**src/rtl/sfr_bank_ta_pkg.sv**
```systemverilog
// Shared constants for the timed-access SFR bank: SFR addresses, TA unlock keys
// and the TA state encoding.
package sfr_bank_ta_pkg;

   localparam logic [7:0] SFR_B   = 8'hF0;
   localparam logic [7:0] SFR_TA  = 8'hC7;
   localparam logic [7:0] TA_KEY1 = 8'hAA;
   localparam logic [7:0] TA_KEY2 = 8'h55;
   localparam int         TA_CNT_W = 4;

   typedef enum logic [1:0] {
      TA_IDLE  = 2'd0,
      TA_ARMED = 2'd1,
      TA_OPEN  = 2'd2
   } ta_state_e;

   // Register idx of a bank lives at the idx-th 8-aligned byte above base.
   function automatic logic [7:0] sfr_addr(input logic [7:0] base, input int idx);
      return base + 8'(idx * 8);
   endfunction

endpackage

```
**src/rtl/sfr_bank_ta_if.sv**
```systemverilog
// SFR write/read bus between the core's SFR block and a register bank.
interface sfr_bank_ta_if;

   logic [7:0] data_in;
   logic [7:0] addr;
   logic       wr_en;
   logic       wr_bit_en;
   logic       bit_in;
   logic [7:0] rd_addr;
   logic [7:0] rd_data;

   modport master (
      output data_in, addr, wr_en, wr_bit_en, bit_in, rd_addr,
      input  rd_data
   );

   modport slave (
      input  data_in, addr, wr_en, wr_bit_en, bit_in, rd_addr,
      output rd_data
   );

endinterface

```
**src/rtl/sfr_ta_unlock.sv**
```systemverilog
// Timed-access unlock FSM: 0xAA then 0x55 to the TA register opens a write
// window of TA_WINDOW cycles for protected SFRs.
module sfr_ta_unlock
   import sfr_bank_ta_pkg::*;
#(
   parameter int TA_WINDOW = 4
) (
   input  logic       clock,
   input  logic       reset,
   input  logic       ta_wr,
   input  logic [7:0] data_in,
   input  logic       prot_wr_accepted,
   output logic       ta_open
);

   localparam logic [TA_CNT_W-1:0] CNT_LOAD = TA_CNT_W'(TA_WINDOW - 1);

   ta_state_e           state;
   logic [TA_CNT_W-1:0] cnt;

   always_ff @(posedge clock) begin
      if (!reset) begin
         state <= TA_IDLE;
         cnt   <= '0;
      end else begin
         case (state)
            TA_IDLE: begin
               if (ta_wr && data_in == TA_KEY1) begin
                  state <= TA_ARMED;
                  cnt   <= CNT_LOAD;
               end
            end
            TA_ARMED: begin
               if (ta_wr) begin
                  if (data_in == TA_KEY2) begin
                     state <= TA_OPEN;
                     cnt   <= CNT_LOAD;
                  end else if (data_in == TA_KEY1) begin
                     cnt   <= CNT_LOAD;
                  end else begin
                     state <= TA_IDLE;
                  end
               end else if (cnt == '0) begin
                  state <= TA_IDLE;
               end else begin
                  cnt <= cnt - 1'b1;
               end
            end
            TA_OPEN: begin
               // A single accepted protected write consumes the window.
               if (prot_wr_accepted) begin
                  state <= TA_IDLE;
               end else if (ta_wr) begin
                  if (data_in == TA_KEY1) begin
                     state <= TA_ARMED;
                     cnt   <= CNT_LOAD;
                  end else begin
                     state <= TA_IDLE;
                  end
               end else if (cnt == '0) begin
                  state <= TA_IDLE;
               end else begin
                  cnt <= cnt - 1'b1;
               end
            end
            default: state <= TA_IDLE;
         endcase
      end
   end

   assign ta_open = (state == TA_OPEN);

endmodule

```
**src/rtl/sfr_bank_ta.sv**
```systemverilog
// Bank of bit-addressable 8-bit SFRs with byte/bit writes, a registered read
// port and timed-access protection for the registers flagged in PROT_MASK.
module sfr_bank_ta
   import sfr_bank_ta_pkg::*;
#(
   parameter int                      NUM_REGS  = 4,
   parameter logic [7:0]              BASE_ADDR = SFR_B,
   parameter logic [NUM_REGS-1:0]     PROT_MASK = 4'b0010,
   parameter logic [8*NUM_REGS-1:0]   RESET_VAL = '0,
   parameter logic [7:0]              TA_ADDR   = SFR_TA,
   parameter int                      TA_WINDOW = 4
) (
   input  logic                  clock,
   input  logic                  reset,
   sfr_bank_ta_if.slave          bus,
   output logic [8*NUM_REGS-1:0] regs_out,
   output logic                  ta_open,
   output logic                  ta_viol
);

   logic [7:0]          regs [NUM_REGS];
   logic [NUM_REGS-1:0] byte_hit;
   logic [NUM_REGS-1:0] bit_hit;
   logic                prot_hit;
   logic                prot_accepted;
   logic                ta_wr;
   logic [7:0]          rd_next;
   logic [7:0]          rd_reg;
   logic [7:0]          reg_addr;

   assign ta_wr = bus.wr_en && !bus.wr_bit_en && (bus.addr == TA_ADDR);

   // Write decode and read mux both see the pre-write register contents.
   always_comb begin
      byte_hit = '0;
      bit_hit  = '0;
      prot_hit = 1'b0;
      rd_next  = 8'h00;
      reg_addr = 8'h00;
      for (int i = 0; i < NUM_REGS; i++) begin
         reg_addr    = sfr_addr(BASE_ADDR, i);
         byte_hit[i] = bus.wr_en && !bus.wr_bit_en && (bus.addr == reg_addr);
         bit_hit[i]  = bus.wr_en && bus.wr_bit_en && (bus.addr[7:3] == reg_addr[7:3]);
         if (PROT_MASK[i] && (byte_hit[i] || bit_hit[i]))
            prot_hit = 1'b1;
         if (bus.rd_addr == reg_addr)
            rd_next = regs[i];
      end
      if (bus.rd_addr == TA_ADDR)
         rd_next = {7'b0, ta_open};
   end

   assign prot_accepted = prot_hit && ta_open;

   always_ff @(posedge clock) begin
      if (!reset) begin
         for (int i = 0; i < NUM_REGS; i++)
            regs[i] <= RESET_VAL[8*i +: 8];
         rd_reg  <= 8'h00;
         ta_viol <= 1'b0;
      end else begin
         for (int i = 0; i < NUM_REGS; i++) begin
            if (!PROT_MASK[i] || ta_open) begin
               if (byte_hit[i])
                  regs[i] <= bus.data_in;
               else if (bit_hit[i])
                  regs[i][bus.addr[2:0]] <= bus.bit_in;
            end
         end
         rd_reg  <= rd_next;
         ta_viol <= prot_hit && !ta_open;
      end
   end

   assign bus.rd_data = rd_reg;

   for (genvar g = 0; g < NUM_REGS; g++) begin : g_flat
      assign regs_out[8*g +: 8] = regs[g];
   end

   sfr_ta_unlock #(
      .TA_WINDOW (TA_WINDOW)
   ) u_unlock (
      .clock            (clock),
      .reset            (reset),
      .ta_wr            (ta_wr),
      .data_in          (bus.data_in),
      .prot_wr_accepted (prot_accepted),
      .ta_open          (ta_open)
   );

endmodule

```
**src/flat_wrapper.sv**
```systemverilog
// flat-port wrapper written by rule: the top's interface ports become plain ports
module sfr_bank_ta_flat import sfr_bank_ta_pkg::*;
#(
   parameter int                      NUM_REGS  = 4,
   parameter logic [7:0]              BASE_ADDR = SFR_B,
   parameter logic [NUM_REGS-1:0]     PROT_MASK = 4'b0010,
   parameter logic [8*NUM_REGS-1:0]   RESET_VAL = '0,
   parameter logic [7:0]              TA_ADDR   = SFR_TA,
   parameter int                      TA_WINDOW = 4
)
  (clock, reset, regs_out, ta_open, ta_viol, bus_data_in, bus_addr, bus_wr_en, bus_wr_bit_en, bus_bit_in, bus_rd_addr, bus_rd_data);
  sfr_bank_ta_if bus_i ();
  input  logic clock;
  input  logic reset;
  output logic [8*NUM_REGS-1:0] regs_out;
  output logic ta_open;
  output logic ta_viol;
  input wire logic [$bits(bus_i.data_in)-1:0] bus_data_in;
  input wire logic [$bits(bus_i.addr)-1:0] bus_addr;
  input wire logic [$bits(bus_i.wr_en)-1:0] bus_wr_en;
  input wire logic [$bits(bus_i.wr_bit_en)-1:0] bus_wr_bit_en;
  input wire logic [$bits(bus_i.bit_in)-1:0] bus_bit_in;
  input wire logic [$bits(bus_i.rd_addr)-1:0] bus_rd_addr;
  output wire logic [$bits(bus_i.rd_data)-1:0] bus_rd_data;
  assign bus_i.data_in = bus_data_in;
  assign bus_i.addr = bus_addr;
  assign bus_i.wr_en = bus_wr_en;
  assign bus_i.wr_bit_en = bus_wr_bit_en;
  assign bus_i.bit_in = bus_bit_in;
  assign bus_i.rd_addr = bus_rd_addr;
  assign bus_rd_data = bus_i.rd_data;
  sfr_bank_ta #(.NUM_REGS(NUM_REGS), .BASE_ADDR(BASE_ADDR), .PROT_MASK(PROT_MASK), .RESET_VAL(RESET_VAL), .TA_ADDR(TA_ADDR), .TA_WINDOW(TA_WINDOW)) u_core (.clock(clock), .reset(reset), .bus(bus_i), .regs_out(regs_out), .ta_open(ta_open), .ta_viol(ta_viol));
endmodule
```
**config.mk**
```make
export PLATFORM = sky130hd
export DESIGN_NAME = sfr_bank_ta_flat
export DESIGN_NICKNAME = d
export VERILOG_FILES = /design/src/rtl/sfr_bank_ta_pkg.sv /design/src/rtl/sfr_bank_ta_if.sv /design/src/rtl/sfr_ta_unlock.sv /design/src/rtl/sfr_bank_ta.sv /design/src/flat_wrapper.sv
export SDC_FILE = /design/constraint.sdc
export NUM_CORES = 1
export LEC_CHECK = 0
export CAP_MARGIN = 0
export CELL_PAD_IN_SITES_DETAIL_PLACEMENT = 0
export CELL_PAD_IN_SITES_GLOBAL_PLACEMENT = 1
export CORE_MARGIN = 2
export CORE_UTILIZATION = 38
export CTS_CLUSTER_SIZE = 16
export DETAILED_ROUTE_END_ITERATION = 16
export PLACE_DENSITY_LB_ADDON = 0.1
export SETUP_SLACK_MARGIN = 0.4
export SYNTH_ARGS = -nofsm -noshare
export SYNTH_HDL_FRONTEND = slang
export SYNTH_HIERARCHICAL = 1
export SYNTH_SLANG_ARGS = --single-unit
```
**constraint.sdc**
```tcl
create_clock -name clock -period 2.1 [get_ports clock]
set_input_delay 0.315 -clock clock [delete_from_list [all_inputs] [get_ports clock]]
set_output_delay 0.315 -clock clock [all_outputs]
set_load 0.05 [all_outputs]
```
# --- After elaboration in Yosys (flattened, before gate mapping) ---
# Memories as Yosys holds them, arrays and structs flattened.
# Index checks and enable logic that the tools add are counted.
totals:
  ff_bits: 15
  mem_bits_rw: 32
  input_bits: 29
  out_inout_bits: 42
  elab_cells: 183
  memories: 1
classes:
  n_addsub: 1
  n_lt_le_gt_ge: 2
  eq_ne: 18
  mux: 92
  bitwise_logic: 37
  reduce_logical: 27
memory_table:
  columns: ["name", "depth", "width", "rd", "rd_ports_with_merged_regs", "wr", "line", "source"]
  rows:
  - ["u_core.regs", 4, 8, 4, 0, 4, "sfr_bank_ta.sv:21", "logic [7:0] regs [NUM_REGS];"]
op_table:
  columns: ["op", "n"]
  rows:
  - ["$mux 8", 12]
  - ["$mux 1", 63]
  - ["$eq 8x8->1 const B", 7]
  - ["$or 1x1->1", 36]
  - ["$mux 4", 7]
  - ["$eq 8x4->1 const B", 2]
  - ["$logic_not 8->1", 2]
  - ["$logic_and 1x1->1", 15]
  - ["$mux 2", 7]
  - ["$pmux 4 s3", 1]
  - ["$eq 5x5->1 const B", 2]
  - ["$eq 8x7->1 const B", 1]
  - ["$pmux 2 s3", 1]
  - ["$eq 5x1->1 const B", 1]
  - ["$logic_not 5->1", 1]
  - ["$logic_not 4->1", 1]
  - ["$lt 3x4->1 const B", 1]
  - ["$ne 2x2->1 const B", 2]
  - ["$ne 4x4->1 const B", 1]
  - ["$sub 4x1->4 const B", 1]
  - ["$demux 1 s3", 1]
  - ["$ge 3x1->1 const B", 1]
  - ["$reduce_and 3->1", 1]
  - ["$reduce_bool 3->1", 1]
  - ["8 further kinds", 9]

# --- Logic depth before layout (Yosys ltp) ---
logic_depth:
  word_depth: 9
  mapped_depth: 8
  ltp_nobuf: 8

# --- Hierarchy ---
# Netlist, hierarchy kept.
modules_own_cells:
  columns: ["module", "n_inst", "cells_per_inst", "area_each_um2", "seq_area_each_um2"]
  rows:
  - ["sfr_bank_ta", 1, 225, 2361.0, 1141.1]
  - ["sfr_ta_unlock", 1, 69, 586.8, 120.1]

# --- Worst setup path after synthesis ---
# No wires, ideal clock.
synth_path:
  kind: "register -> register"
  startpoint: "reg u_core.u_unlock.state[0]"
  endpoint: "mem u_core.regs[1][2], in the netlist u_core/regs[0][10], enable pin"
  setup_time_ps: 312
  arrival_ps: 1638
  t_required_ps: 1788
  setup_slack_ps: 150
  stages_incl_launch_ff: 5
  path_buffers: 0
  synth_period_minus_slack_ps: 1950
  path_cell_list: "dfxtp_1 > inv_1 > ha_1 > nand4_1 > o21ai_0"
synth_lines:
  columns: ["element", "line", "source"]
  rows:
  - ["start, declared", "sfr_ta_unlock.sv:18", "ta_state_e state;"]
  - ["start signal, assigned", "sfr_ta_unlock.sv:23", "state <= TA_IDLE;"]
  - ["start signal, assigned", "sfr_ta_unlock.sv:29", "state <= TA_ARMED;"]
  - ["start signal, assigned", "sfr_ta_unlock.sv:36", "state <= TA_OPEN;"]
  - ["end, declared", "sfr_bank_ta.sv:21", null]

# --- Worst setup path after layout ---
layout_path:
  startpoint: "in bus_data_in[6]"
  endpoint: "reg u_core.u_unlock.state[0]"
layout_between:
  elab_chain_cells: 5
  elab_cells_between_ends: 12
  cone_classes: "eq/ne (4); mux (6); reduce/logical (2)"
layout_lines:
  columns: ["element", "line", "source"]
  rows:
  - ["start, declared", "flat_wrapper.sv:18", "input wire logic [$bits(bus_i.data_in)-1:0] bus_data_in;"]
  - ["$eq 8x8->1", "sfr_ta_unlock.sv:28, sfr_ta_unlock.sv:38, sfr_ta_unlock.sv:54", null]
  - ["$mux 1", "sfr_ta_unlock.sv:54", "if (data_in == TA_KEY1) begin"]
  - ["$mux 2", "sfr_ta_unlock.sv:53", "end else if (ta_wr) begin"]
  - ["$mux 2", "sfr_ta_unlock.sv:51", "if (prot_wr_accepted) begin"]
  - ["$pmux 2 s3", "sfr_ta_unlock.sv:26", "case (state)"]
  - ["end signal, assigned", "sfr_ta_unlock.sv:29", null]
  - ["end signal, assigned", "sfr_ta_unlock.sv:52", "state <= TA_IDLE;"]
  - ["end signal, assigned", "sfr_ta_unlock.sv:55", "state <= TA_ARMED;"]
# Several ways; a longest one is shown, not always the timed one.
# A chain may end at the register's enable or synchronous reset.

==> impl_metrics.toml <==
[status]
outcome = "finished clean"

[worst_setup_path]
crit_end = "u_core/u_unlock/state[0]$_SDFFE_PN0P_"
crit_path_end_kind = "flop"
reg2reg_from = "u_core/u_unlock/cnt[1]$_SDFFE_PN0P_"
worstRegToRegCells = 7
cp.arrival_ns = 1.83
startpoint_type = "input pin"
critPathLaunch = "bus_data_in[6]"
crit_fanout = 3
rrSetupSlack_ns = 0.51
r2r_end = "u_core/u_unlock/state[0]$_SDFFE_PN0P_"
worstPathRequired_ns = 2.30
path_class = "input pin to flop"

[power]
p_per_area_nw_per_um2 = 501.1
power_leakage_nw = 1.642
finalPower_w = 0.002131
ir_drop_v = 0.0002843

[timing]
worst_slew_pin_slew_ns = 0.5662
hold_viol = 0
period_share_pct = 77.53
fmax_mhz = 614.2
fin_tns_setup_ns = 0
hold_ws_ns = 0.5297
setup_ws_ns = 0.4718
fin_crit_ns = 1.628
setup-violations-final = 0
slew_headroom_pct = 62.08
fin_skew_ns = 0.004199
rsz0062_at_grt = "false"
drv_slew = 0

[cts]
hold_buffers = 0
cts_tree = "yes"
clkLatencyLatePin_ns = 0.31
path_clk_slew_ns = 0.10
cts_buffers = 5
clkSinkCount = 47
htreeDepth = 2
cts_max_path_buffers = 2
root_buffer = "clkbuf_8"

[floorplanning]
die_h_um = 92.08
die-width_um = 92.08
start_util_pct = 38.75
std_cell_rows = 32
ios = 71
core_area_um2 = 7607
dieArea_um2 = 8478

[synth]
synth_nets = 328
synthCells = 294
yosys-top-cells-count = "o21ai_0, edfxtp_1, o2bb2ai_1"
synth.largest_area_cell = "edfxtp_1"
async_reset_ff_share_pct = 0
synth_most_common_cell = "o21ai_0"
synth.top_cell.area_share_pct = 32.60
synth_area_um2 = 2948
synth-edff-count = 32
yosysUniqueCellTypes = 65
ys.flop_type = "edfxtp_1"
syn_avg_cell_area_um2 = 10.03
synth_warnings = 6
synth_area_leaders = "edfxtp_1, dfxtp_1, o2bb2ai_1"
ys_ff_latch = 47
yosysSeqAreaShare_pct = 42.78

[route]
drtAntennaViolNets = 0
viasPerCell = 5.442
wl_per_cell_um = 17.14
num_vias = 2781
drt_iter0_drc = 152
drc = 0
finalWirelength_mm = 8.759
firstDrtPassIters = 4

[layout]
utilization_pct = 55.89
fin_nets = 442
syn2layout_area_growth_pct = 44.23
drive_gt1_share_pct = 28.85
antennaDiodeCount = 0
n_fill_cell = 702

[job]
drv_cap = 0

[global_routing]
grt_pass1_vias = 2815
grt_first_pass_wirelength_mm = 14.17
grt_usage_pct = 21.14
grt_max_degree = 17
grt.overflow.total = 0
antenna_found_initial = 0

[worst_hold_path]
hold_path_class = "flop to flop"
worstHoldStart = "u_core/u_unlock/cnt[1]$_SDFFE_PN0P_"

[placed_design]
routabilityCongestion = 0.9040
dp_hpwl_mm = 6.777
dpl_worst_slack_ns = -0.2681
numPortBuffers = 70
==> how the worst min path moves through the flow <==
stage                                     endpoint  slack (ns)  cells after the start
6_report       u_core/u_unlock/cnt[1]$_SDFFE_PN0P_        0.53                      2
5_1_grt        u_core/u_unlock/cnt[1]$_SDFFE_PN0P_        0.54                      2
4_1_cts        u_core/u_unlock/cnt[1]$_SDFFE_PN0P_        0.53                      2
3_5_place_dp      u_core/bus.rd_data[4]$_SDFF_PP0_        0.51                      2
3_3_place_gp   u_core/u_unlock/cnt[1]$_SDFFE_PN0P_        0.50                      2
2_1_floorplan  u_core/u_unlock/cnt[2]$_SDFFE_PN0P_        0.45                      2
==> area by class of cell <==
type	count	area [um^2]	area share [%]
well taps	102	127.6	3.002
clock inverters	3	46.29	1.089
multi-input cells	218	1687	39.67
flip-flops and latches	47	1262	29.69
repair buffers	121	1003	23.60
clock buffers	5	68.82	1.619
inverters	15	56.30	1.324
==> worst max-delay path: stages <==
cell and delay (ns):
clkdlybuf4s50_1 0.44, and4bb_1 0.39, nand2_1 0.13, a21oi_1 0.25
a2bb2oi_2 0.21, o31ai_2 0.09
==> routing by layer <==
metal	vias to the layer above	track usage [%]	share of wire, %
met2	92	38.54	51
met5	-	0	0
met1	1293	26.09	43
met3	9	3.205	5.4
li1	1387	-	-
met4	0	5.224	1.3
==> per-stage QoR <==
step | cells | area, um^2
floorplan | 294 | 2955
global route | 511 | 4252
detailed placement | 492 | 4008
CTS | 503 | 4160
global placement | 492 | 4008
finish | 511 | 4252
==> logic make-up after synthesis <==
| logic type | synth area share (%) |
|---|---|
| AO/OA/AOI/OAI | 27.08 |
| AND/OR/NAND/NOR | 20.59 |
| adder cells (fa/ha/maj) | 2.122 |
| buffers and inverters | 4.414 |
| multiplexers | 3.014 |
| flip-flops | 42.78 |
==> power breakdown <==
part / internal, W / total (W) / leakage, nW / switching [W]
clock: 0.000359 / 0.000708 / 0.0548 / 0.000349
sequential: 0.00102 / 0.00104 / 0.432 / 0.0000202
combinational: 0.000140 / 0.000387 / 1.16 / 0.000247
==> flip-flops by register name (all words and copies together), names as in the netlist <==
signal / flops
u_core/u_unlock/state: 2
u_core/ta_viol: 1
u_core/regs: 32
u_core/u_unlock/cnt: 4
u_core/bus.rd_data: 8
==> cells in the final DEF, fill, tap and decap left out, types with 6 or more instances in the layout <==
master,count
a21oi_1,11
buf_4,50
dlygate4sd2_1,44
nand2_1,19
edfxtp_1,32
clkbuf_2,7
clkdlybuf4s50_1,15
o2bb2ai_1,23
o21ai_0,32
inv_1,13
mux2_2,7
dfxtp_1,14
a22o_1,7
nand4_1,6
nor2_1,10
==> repair_timing <==
item,CTS,global route
pin swaps,13,15
endpoints found under the setup margin,91,46
resized for setup,69,33
buffers inserted,3,8
Note: power is estimated with default switching activity, not from simulation.
